<file path="config.mk">
export PLATFORM = sky130hd
export DESIGN_NAME = rom_fetch_arb_flat
export DESIGN_NICKNAME = d
export VERILOG_FILES = /design/src/rtl/rom_fetch_arb_if.sv /design/src/rtl/rom_fetch_arb.sv /design/src/flat_wrapper.sv
export SDC_FILE = /design/constraint.sdc
export NUM_CORES = 1
export LEC_CHECK = 0
export ABC_CLOCK_PERIOD_IN_PS = 1500
export CELL_PAD_IN_SITES_DETAIL_PLACEMENT = 0
export CELL_PAD_IN_SITES_GLOBAL_PLACEMENT = 1
export CORE_ASPECT_RATIO = 1.75
export CORE_MARGIN = 1.5
export CORE_UTILIZATION = 22
export CTS_CLUSTER_DIAMETER = 60
export DETAILED_ROUTE_END_ITERATION = 8
export GPL_TIMING_DRIVEN = 0
export HOLD_SLACK_MARGIN = 0.08
export PLACE_DENSITY = 0.91
export SLEW_MARGIN = 20
export SYNTH_ARGS = -nofsm -noshare
export SYNTH_HDL_FRONTEND = slang
export SYNTH_SLANG_ARGS = --single-unit
</file>
<file path="constraint.sdc">
create_clock -name clk -period 1.5 [get_ports clk]
set_input_delay 0.3 -clock clk [delete_from_list [all_inputs] [get_ports clk]]
set_output_delay 0.3 -clock clk [all_outputs]
set_load 0.02 [all_outputs]
</file>
<file path="src/rtl/rom_fetch_arb_if.sv">
// Request/response bundle between the fetch stage, debug loader, ROM and rom_fetch_arb.
// master = requesters plus ROM model side; slave = arbiter side.
interface rom_fetch_arb_if;
  logic        cpu_req;
  logic [31:0] cpu_addr;
  logic        cpu_gnt;
  logic        cpu_rvalid;
  logic [31:0] cpu_rdata;
  logic        dbg_req;
  logic [31:0] dbg_addr;
  logic        dbg_gnt;
  logic        dbg_rvalid;
  logic [31:0] dbg_rdata;
  logic [31:0] rom_addr;
  logic [31:0] rom_data;
  logic        err;

  modport master (
    output cpu_req, cpu_addr, dbg_req, dbg_addr, rom_data,
    input  cpu_gnt, cpu_rvalid, cpu_rdata, dbg_gnt, dbg_rvalid, dbg_rdata, rom_addr, err
  );

  modport slave (
    input  cpu_req, cpu_addr, dbg_req, dbg_addr, rom_data,
    output cpu_gnt, cpu_rvalid, cpu_rdata, dbg_gnt, dbg_rvalid, dbg_rdata, rom_addr, err
  );
endinterface

</file>
<file path="src/rtl/rom_fetch_arb.sv">
// Single-port ROM arbiter, CPU fetch vs debug readback (debug present only with ROM_ARB_DBG_EN).
// Grant in cycle N, registered rdata/rvalid/err in N+1; no backpressure, requesters hold req until gnt.
module rom_fetch_arb #(
  parameter int ROM_WORDS  = 32,
  parameter int STARVE_MAX = 4
) (
  input  logic           clk,
  input  logic           rst_n,
  rom_fetch_arb_if.slave bus
);
  localparam logic [1:0] OWN_IDLE = 2'd0;
  localparam logic [1:0] OWN_CPU  = 2'd1;

  logic        cpu_win;
  logic        any_win;
  logic [31:0] sel_addr;
  logic        addr_err;
  logic [31:0] resp_dat;
  logic [1:0]  own;
  logic [1:0]  own_nxt;
  logic [31:0] cpu_rdata_q;
  logic        err_q;

`ifdef ROM_ARB_DBG_EN
  localparam logic [1:0] OWN_DBG    = 2'd2;
  localparam logic [3:0] STARVE_LIM = 4'(STARVE_MAX);

  logic        dbg_win;
  logic        starve_hit;
  logic [3:0]  starve_cnt;
  logic [31:0] dbg_rdata_q;

  // A starved debug request pre-empts the CPU for exactly one cycle.
  assign starve_hit = bus.dbg_req && (starve_cnt == STARVE_LIM);
  assign dbg_win    = starve_hit || (bus.dbg_req && !bus.cpu_req);
  assign cpu_win    = bus.cpu_req && !starve_hit;
  assign any_win    = cpu_win || dbg_win;
  assign sel_addr   = cpu_win ? bus.cpu_addr : (dbg_win ? bus.dbg_addr : 32'h0);
  assign own_nxt    = cpu_win ? OWN_CPU : (dbg_win ? OWN_DBG : OWN_IDLE);

  always_ff @(posedge clk or negedge rst_n) begin
    if (!rst_n) begin
      starve_cnt  <= 4'd0;
      dbg_rdata_q <= 32'h0;
    end else begin
      if (bus.dbg_req && !dbg_win) begin
        if (starve_cnt != STARVE_LIM) starve_cnt <= starve_cnt + 4'd1;
      end else begin
        starve_cnt <= 4'd0;
      end
      if (dbg_win) dbg_rdata_q <= resp_dat;
    end
  end

  assign bus.dbg_gnt    = dbg_win;
  assign bus.dbg_rvalid = (own == OWN_DBG);
  assign bus.dbg_rdata  = dbg_rdata_q;
`else
  logic unused_dbg;

  assign unused_dbg     = ^{bus.dbg_req, bus.dbg_addr, 1'(STARVE_MAX)};
  assign cpu_win        = bus.cpu_req;
  assign any_win        = cpu_win;
  assign sel_addr       = cpu_win ? bus.cpu_addr : 32'h0;
  assign own_nxt        = cpu_win ? OWN_CPU : OWN_IDLE;
  assign bus.dbg_gnt    = 1'b0;
  assign bus.dbg_rvalid = 1'b0;
  assign bus.dbg_rdata  = 32'h0;
`endif

  // Bad addresses still go out on rom_addr; only the returned word is squashed.
  assign addr_err = (sel_addr[1:0] != 2'b00) ||
                    ({2'b00, sel_addr[31:2]} >= 32'(ROM_WORDS));
  assign resp_dat = addr_err ? 32'h0 : bus.rom_data;

  always_ff @(posedge clk or negedge rst_n) begin
    if (!rst_n) begin
      own         <= OWN_IDLE;
      cpu_rdata_q <= 32'h0;
      err_q       <= 1'b0;
    end else begin
      own   <= own_nxt;
      err_q <= any_win && addr_err;
      if (cpu_win) cpu_rdata_q <= resp_dat;
    end
  end

  assign bus.cpu_gnt    = cpu_win;
  assign bus.cpu_rvalid = (own == OWN_CPU);
  assign bus.cpu_rdata  = cpu_rdata_q;
  assign bus.rom_addr   = sel_addr;
  assign bus.err        = err_q;
endmodule

</file>
<file path="src/flat_wrapper.sv">
// flat-port wrapper written by rule: the top's interface ports become plain ports
module rom_fetch_arb_flat 
#(
  parameter int ROM_WORDS  = 32,
  parameter int STARVE_MAX = 4
)
  (clk, rst_n, bus_cpu_req, bus_cpu_addr, bus_dbg_req, bus_dbg_addr, bus_rom_data, bus_cpu_gnt, bus_cpu_rvalid, bus_cpu_rdata, bus_dbg_gnt, bus_dbg_rvalid, bus_dbg_rdata, bus_rom_addr, bus_err);
  rom_fetch_arb_if bus_i ();
  input  logic clk;
  input  logic rst_n;
  input wire logic [$bits(bus_i.cpu_req)-1:0] bus_cpu_req;
  input wire logic [$bits(bus_i.cpu_addr)-1:0] bus_cpu_addr;
  input wire logic [$bits(bus_i.dbg_req)-1:0] bus_dbg_req;
  input wire logic [$bits(bus_i.dbg_addr)-1:0] bus_dbg_addr;
  input wire logic [$bits(bus_i.rom_data)-1:0] bus_rom_data;
  output wire logic [$bits(bus_i.cpu_gnt)-1:0] bus_cpu_gnt;
  output wire logic [$bits(bus_i.cpu_rvalid)-1:0] bus_cpu_rvalid;
  output wire logic [$bits(bus_i.cpu_rdata)-1:0] bus_cpu_rdata;
  output wire logic [$bits(bus_i.dbg_gnt)-1:0] bus_dbg_gnt;
  output wire logic [$bits(bus_i.dbg_rvalid)-1:0] bus_dbg_rvalid;
  output wire logic [$bits(bus_i.dbg_rdata)-1:0] bus_dbg_rdata;
  output wire logic [$bits(bus_i.rom_addr)-1:0] bus_rom_addr;
  output wire logic [$bits(bus_i.err)-1:0] bus_err;
  assign bus_i.cpu_req = bus_cpu_req;
  assign bus_i.cpu_addr = bus_cpu_addr;
  assign bus_i.dbg_req = bus_dbg_req;
  assign bus_i.dbg_addr = bus_dbg_addr;
  assign bus_i.rom_data = bus_rom_data;
  assign bus_cpu_gnt = bus_i.cpu_gnt;
  assign bus_cpu_rvalid = bus_i.cpu_rvalid;
  assign bus_cpu_rdata = bus_i.cpu_rdata;
  assign bus_dbg_gnt = bus_i.dbg_gnt;
  assign bus_dbg_rvalid = bus_i.dbg_rvalid;
  assign bus_dbg_rdata = bus_i.dbg_rdata;
  assign bus_rom_addr = bus_i.rom_addr;
  assign bus_err = bus_i.err;
  rom_fetch_arb #(.ROM_WORDS(ROM_WORDS), .STARVE_MAX(STARVE_MAX)) u_core (.clk(clk), .rst_n(rst_n), .bus(bus_i));
endmodule
</file>
---- After elaboration in Yosys (flattened, before gate mapping) ----
Cells that the tools add are included.
word-level totals
  register bits after elaboration ......... 35
  input bits .............................. 100
  output and inout bits ................... 101
  word-level logic and storage cells ...... 11
operators by class
  $lt $le $gt $ge ......................... 1
  eq/ne operators ......................... 1
  multiplexer cells ....................... 3
  reductions and logical operators ........ 3
operators with widths
  cell                 count
  $mux 32              2
  $ge 30x6->1 const B  1
  $eq 2x1->1 const B   1
  $reduce_bool 2->1    1
  $logic_and 1x1->1    1
  $logic_or 1x1->1     1
  $mux 1               1

---- Longest topological paths before layout ----
Gate-level depths: netlist (run 1).
  depth after elaboration ................. 4
  gate-level depth with buffers ........... 4
  mapped depth without buffers ............ 3

---- Worst setup path before layout (run 1) ----
OpenSTA, ideal clock, no wires.
  path kind ............................... input to register
  start ................................... in bus_cpu_addr[21]
  end ..................................... reg u_core.cpu_rdata_q[2], in the netlist u_core.bus.cpu_rdata[2]
  library setup time ...................... 96 ps
  arrival time ............................ 1274 ps
  data required time ...................... 1404 ps
  path slack .............................. 130 ps
  cell stages on the path ................. 4
  buffers on the path ..................... 1
  path through ............................ nor4_1 nand4_2 buf_6 o32ai_2
between the ends
  cells in the longest elaborated chain, start to end .. 4
RTL lines
  element               RTL line             text
  start, declared       flat_wrapper.sv:12   input wire logic [$bits(bus_i.cpu_addr)-1:0] bus_cpu_addr;
  $mux 32               rom_fetch_arb.sv:64  assign sel_addr = cpu_win ? bus.cpu_addr : 32'h0;
  $ge 30x6->1           rom_fetch_arb.sv:73  ({2'b00, sel_addr[31:2]} >= 32'(ROM_WORDS));
  $logic_or 1x1->1      rom_fetch_arb.sv:72  assign addr_err = (sel_addr[1:0] != 2'b00) ||
  $mux 32               rom_fetch_arb.sv:74  assign resp_dat = addr_err ? 32'h0 : bus.rom_data;
  end signal, assigned  rom_fetch_arb.sv:84  if (cpu_win) cpu_rdata_q <= resp_dat;
  end, declared         rom_fetch_arb.sv:21  logic [31:0] cpu_rdata_q;
Every way passes these cells.
A chain may end at the register's enable or synchronous reset.

---- Worst setup path after layout (run 1) ----
  start ................................... in bus_cpu_req
  end ..................................... out bus_rom_addr[21]
between the ends
  cells in the longest elaborated chain, start to end .. 1
RTL lines
  element          RTL line             text
  start, declared  flat_wrapper.sv:11   input wire logic [$bits(bus_i.cpu_req)-1:0] bus_cpu_req;
  $mux 32          rom_fetch_arb.sv:64
  end, declared    flat_wrapper.sv:22   output wire logic [$bits(bus_i.rom_addr)-1:0] bus_rom_addr;
Every way passes these cells.

==> impl_metrics.yaml, run 1 <==
min_path:
  holdPathStages: 1
  worst_hold_path_type: "in2reg"
global_routing:
  grt_busiest_layer: "met2"
  grt_max_degree: 28
  grt_first_pass_wirelength_um: 12700
  grt_util_met2_pct: 28.3
  antenna_found_initial: 0
  grt_pass1_vias: 2567
  gr-usage-met3_pct: 2.23
  grt_use_met1_pct: 15.4
  grt_overflow: 0
  gr-usage-all-layers_pct: 14.8
route:
  route.final.wire_length_um: 8090
  vias: 2353
  drc_errors: 0
  drtIter0Drc: 44
  antenna_left: 0
  vias_per_cell: 4.33
  drt_first_pass_iters: 4
  wl_per_cell_um: 14.9
floorplanning:
  chipWidth_um: 81.2
  io_pins: 201
  die_h_um: 140
  rows: 49
  die_area_um2: 11400
  core_um2: 10400
  start_util_pct: 22.7
timing:
  fmax_ghz: 0.688
  setup_viol: 0
  hold_viol: 0
  rsz0062_at_grt: "false"
  fin_worst_hold_slack_ns: 0.314
  period_share_pct: 96.9
  setup_tns_ns: 0
  clock_skew_ns: 0
  post-route-min-period_ns: 1.45
  slew_violations: 0
layout:
  finalInstanceArea_um2: 4320
  area_growth_pct: 83.5
  nNetsFinal: 516
  drive_gt1_share_pct: 38.1
  antenna_cells: 0
  finish.utilization_pct: 41.7
  fin_cells: 544
power:
  power.internal_mw: 1.89
  power_frac_clock_pct: 39.9
  worst_ir_drop_vdd_mv: 0.508
  switching_share_pct: 27.7
  leakage_nw: 2.03
  pwr-share-comb_pct: 24.9
  switchingPower_mw: 0.726
  p_per_area_nw_per_um2: 606
  sequentialPowerShare_pct: 35.2
cts:
  h-tree-depth: 2
  root_buffer: "clkbuf_16"
  cts_buffers: 5
  cts.clk_slew.worst_paths_ns: 0.05
  ctsLongestPathBuffers: 2
  cts_tree: "built"
  clk_latency_ns: 0.27
  cts_num_sinks: 34
worst_setup_path:
  required_ns: 1.20
  critPathCaptureType: "primary output"
  start_kind: "input pin"
  crit_type: "in2out"
  crit_arrival_ns: 1.15
  critical_path.max_fanout: 10
  rr_worst_depth: 2
logic_synthesis:
  yosysMostFrequentCell: "buf_4"
  synth-seq-area-share_pct: 36.2
  synth_commonest_cells: "36 x buf_4, 34 x dfrtp_1, 33 x nand3_1, 32 x inv_1, 31 x and2_1"
  netlist_top_cells_area: "dfrtp_1 36%, o32ai_2 20%, buf_4 11%"
  syn-instance-count: 229
  ys.flop_type: "dfrtp_1"
  synth-edff-count: 0
  ys_types: 18
  synth_top_area_share_pct: 36.2
  yosys_warnings: 0
  syn_area_um2: 2350
  avgSynthCellArea_um2: 10.3
  async_reset_ff_share_pct: 100
  synth_seq_cells: 34
  synth_top_cell_by_area: "dfrtp_1"
placed_design:
  hpwl_um: 6250
  dpl_cell_area_um2: 3980
  io_buffer_count: 133
  gp_congestion: 0.744
  numPlacedInstances: 523
status:
  status: "complete, no violations"
flow_run:
  cap_violations: 0
[cell usage in the layout, fill, tap and decap left out, types with 6 or more instances in the layout]
| cell | Yosys | layout |
|---|---|---|
| buf_6 | 8 | 10 |
| clkbuf_2 | 0 | 7 |
| clkdlybuf4s50_1 | 0 | 37 |
| clkbuf_16 | 0 | 6 |
| dlygate4sd2_1 | 0 | 49 |
| conb_1 | 1 | 34 |
| nor4_4 | 0 | 6 |
| nand3_1 | 33 | 33 |
| o32ai_2 | 29 | 28 |
| inv_1 | 32 | 32 |
| and2_1 | 31 | 30 |
| buf_4 | 36 | 48 |
| buf_2 | 1 | 28 |
| dfrtp_1 | 34 | 34 |
[cell families after synthesis]
kind of cell           synth area share, %
DFF                                   36.2
AOI/OAI and AO/OA                     21.5
buffers and inverters                 23.9
other                                0.159
and+or+nand+nor                       18.3
[layout make-up]
type	count	area, um^2
buffer	55	526
clock buffer	7	143
clock inverter	1	5.00
fill	1056	6040
inverter	32	120
multi-input combinational	141	1230
sequential	34	851
tap	127	159
timing repair buffer	147	1290
[power by group through the flow]
stage	sequential [mW]	clock [mW]	combinational, mW
after floorplan	0.941	0	0.326
after global placement	0.937	0	0.662
after detailed placement	0.937	0	0.671
after CTS	0.921	1.08	0.654
after global routing	0.920	1.12	0.696
final	0.921	1.04	0.652
[metrics by stage]
stage / power (mW) / worst slack (ns)
finish: 2.62 / 0.0458
global route: 2.74 / 0.00150
CTS: 2.65 / -0.0828
detailed placement: 1.61 / -1.24
global placement: 1.60 / -1.19
floorplan: 1.27 / 0.130
[what timing repair did]
item	in CTS	in global routing
setup endpoints to repair	99	63
hold buffers	1	0
hold endpoints to repair	7	0
gates cloned	3	0
pin swaps	12	8
buffers inserted	7	2
gates resized for setup	244	30
[final timing paths]
path	startpoint	endpoint	slack [ns]
setup reg to reg	u_core.bus.cpu_rdata[31]$_DFFE_PN0P_	u_core.bus.cpu_rdata[31]$_DFFE_PN0P_	0.81
max in group asynchronous	rst_n	u_core.bus.cpu_rdata[18]$_DFFE_PN0P_	0.67
hold reg to reg	u_core.bus.cpu_rdata[1]$_DFFE_PN0P_	u_core.bus.cpu_rdata[1]$_DFFE_PN0P_	0.53
hold / removal	bus_cpu_req	u_core.own[0]$_DFF_PN0_	0.31
setup / recovery	bus_cpu_req	bus_rom_addr[21]	0.05
min in group asynchronous	rst_n	u_core.bus.cpu_rdata[5]$_DFFE_PN0P_	0.40
[flip-flops by register name, summed over array words and instances (netlist names)]
register / cells
u_core.bus.err: 1
u_core.own: 1
u_core.bus.cpu_rdata: 32
[per-layer routing]
| layer | vias to the layer above | wire [um] |
|---|---|---|
| met5 | - | 0 |
| met3 | 14 | 586 |
| met2 | 139 | 4560 |
| met1 | 1106 | 2750 |
| met4 | 0 | 187 |
| li1 | 1094 | - |
[critical path: stages]
cell and delay, ns:
clkdlybuf4s15_2 0.23, buf_8 0.15, buf_4 0.16, and2_2 0.16, buf_2 0.15
No activity file was read; power rests on OpenSTA's default activity.
==> inputs of run 2 (changes only) <==
TNS_END_PERCENT = 20   (was default)
==> impl_metrics.yaml, run 2 (same netlist as run 1, synthesis figures left out) <==
status:
  status: "complete, no violations"
layout:
  most-common-layout-cells: "47 x dlygate4sd2_1, 46 x buf_4, 37 x clkdlybuf4s50_1"
  finalInstanceArea_um2: 4300
  multi_input_area_um2: 1230
  register_area_um2: 851
  nNetsFinal: 516
  area_growth_pct: 82.9
  largest_reg_flops: 32
  drive_gt1_share_pct: 38.4
  fin_cells: 544
  layout_commonest_cell: "dlygate4sd2_1"
  fill_cells: 1059
  antenna_cells: 0
timing:
  fin_worst_hold_slack_ns: 0.313
  period_share_pct: 96.9
  rsz0062_at_grt: "false"
  fmax_ghz: 0.688
  slew_violations: 0
  fin_ws_ns: 0.0461
  hold_viol: 0
  setup_viol: 0
  post-route-min-period_ns: 1.45
  clock_skew_ns: 0
route:
  vias: 2346
  drt_first_pass_iters: 4
  drc_errors: 0
  wl_per_cell_um: 14.8
  route.final.wire_length_um: 8070
  antenna_left: 0
  vias_per_cell: 4.31
  drtIter0Drc: 65
placed_design:
  io_buffer_count: 133
  numPlacedInstances: 523
  dp_slack_ns: -1.24
  dpl_cell_area_um2: 3980
  hpwl_um: 6250
  gp_congestion: 0.744
cts:
  cts_num_sinks: 34
  h-tree-depth: 2
  clk_latency_ns: 0.27
  cts.clk_slew.worst_paths_ns: 0.05
  root_buffer: "clkbuf_16"
  cts_buffers: 5
  cts_tree: "built"
  ctsLongestPathBuffers: 2
worst_setup_path:
  critical_path.max_fanout: 10
  required_ns: 1.20
  cp_slowest_cell: "clkdlybuf4s15_2"
  crit_arrival_ns: 1.15
  startpoint: "bus_cpu_req"
  critPathCaptureType: "primary output"
  critPathBufInv: 4
  slowest_delay_ns: 0.23
  start_kind: "input pin"
  crit_family: "buffers and inverters"
  crit_type: "in2out"
  path_cells: "clkdlybuf4s15_2 > buf_8 > buf_4 > and2_2 > buf_2"
  r2r-start: "u_core.bus.cpu_rdata[21]$_DFFE_PN0P_"
floorplanning:
  die_area_um2: 11400
  chipWidth_um: 81.2
  core_um2: 10400
  rows: 49
  die_h_um: 140
  io_pins: 201
  start_util_pct: 22.7
global_routing:
  antenna_found_initial: 0
  gr-usage-all-layers_pct: 14.8
  grt_max_degree: 28
  grt_first_pass_wirelength_um: 12700
  grt_overflow: 0
  grt_pass1_vias: 2571
min_path:
  hold_start: "bus_cpu_req"
  worst_hold_path_type: "in2reg"
power:
  leakage_nw: 2.03
  p_per_area_nw_per_um2: 608
  finalPower_mw: 2.62
  worst_ir_drop_vdd_mv: 0.509
flow_run:
  cap_violations: 0
## run 2: changes by cell type in the layout (fill, tap and decap cells not counted), sizes merged
cell,before,now
dlygate4sd2,49,47
buf,94,95
clkbuf,20,21
## run 2: through the flow
step	util [%]	setup TNS, ns
global placement	38.3	-83.94
floorplan	-	0
CTS	41.3	-0.327
finish	41.5	0
detailed placement	38.4	-62.65
global route	41.5	0
## run 2: area by class of cell
cell class	instances	share of cell area (%)
timing repair buffer	147	29.7
multi-input combinational	141	28.5
sequential	34	19.8
buffer	55	12.2
tap	127	3.69
clock buffer	7	3.31
inverter	32	2.79
clock inverter	1	0.116
## run 2: report_power, final
part,total [mW],internal [mW],switching [mW]
logic,0.649,0.311,0.338
clock network,1.05,0.658,0.388
registers,0.921,0.920,0.000454
## run 2: path summary, 6_finish.rpt
check | slack (ns) | endpoint | cells after the start
hold reg to reg | 0.53 | u_core.bus.cpu_rdata[1]$_DFFE_PN0P_ | 2
setup / recovery | 0.05 | bus_rom_addr[21] | 5
hold / removal | 0.31 | u_core.own[0]$_DFF_PN0_ | 1
min in group asynchronous | 0.40 | u_core.bus.cpu_rdata[5]$_DFFE_PN0P_ | 2
setup reg to reg | 0.80 | u_core.bus.cpu_rdata[21]$_DFFE_PN0P_ | 2
max in group asynchronous | 0.67 | u_core.bus.cpu_rdata[18]$_DFFE_PN0P_ | 3
## run 2: metal layers
layer	GRT usage, %	routed length (um)	vias up
met3	2.16	570	16
li1	-	-	1094
met1	15.5	2740	1100
met4	6.35	231	0
met2	27.9	4530	136
met5	0	0	-
## run 2: what timing repair did
| item | CTS | global route |
|---|---|---|
| pin swaps | 13 | 8 |
| cloned | 3 | 0 |
| buffers inserted | 7 | 2 |
| setup endpoints to repair | 99 | 60 |
| endpoints found under the hold margin | 7 | 0 |
| hold buffers | 1 | 0 |
| resized for setup | 236 | 36 |
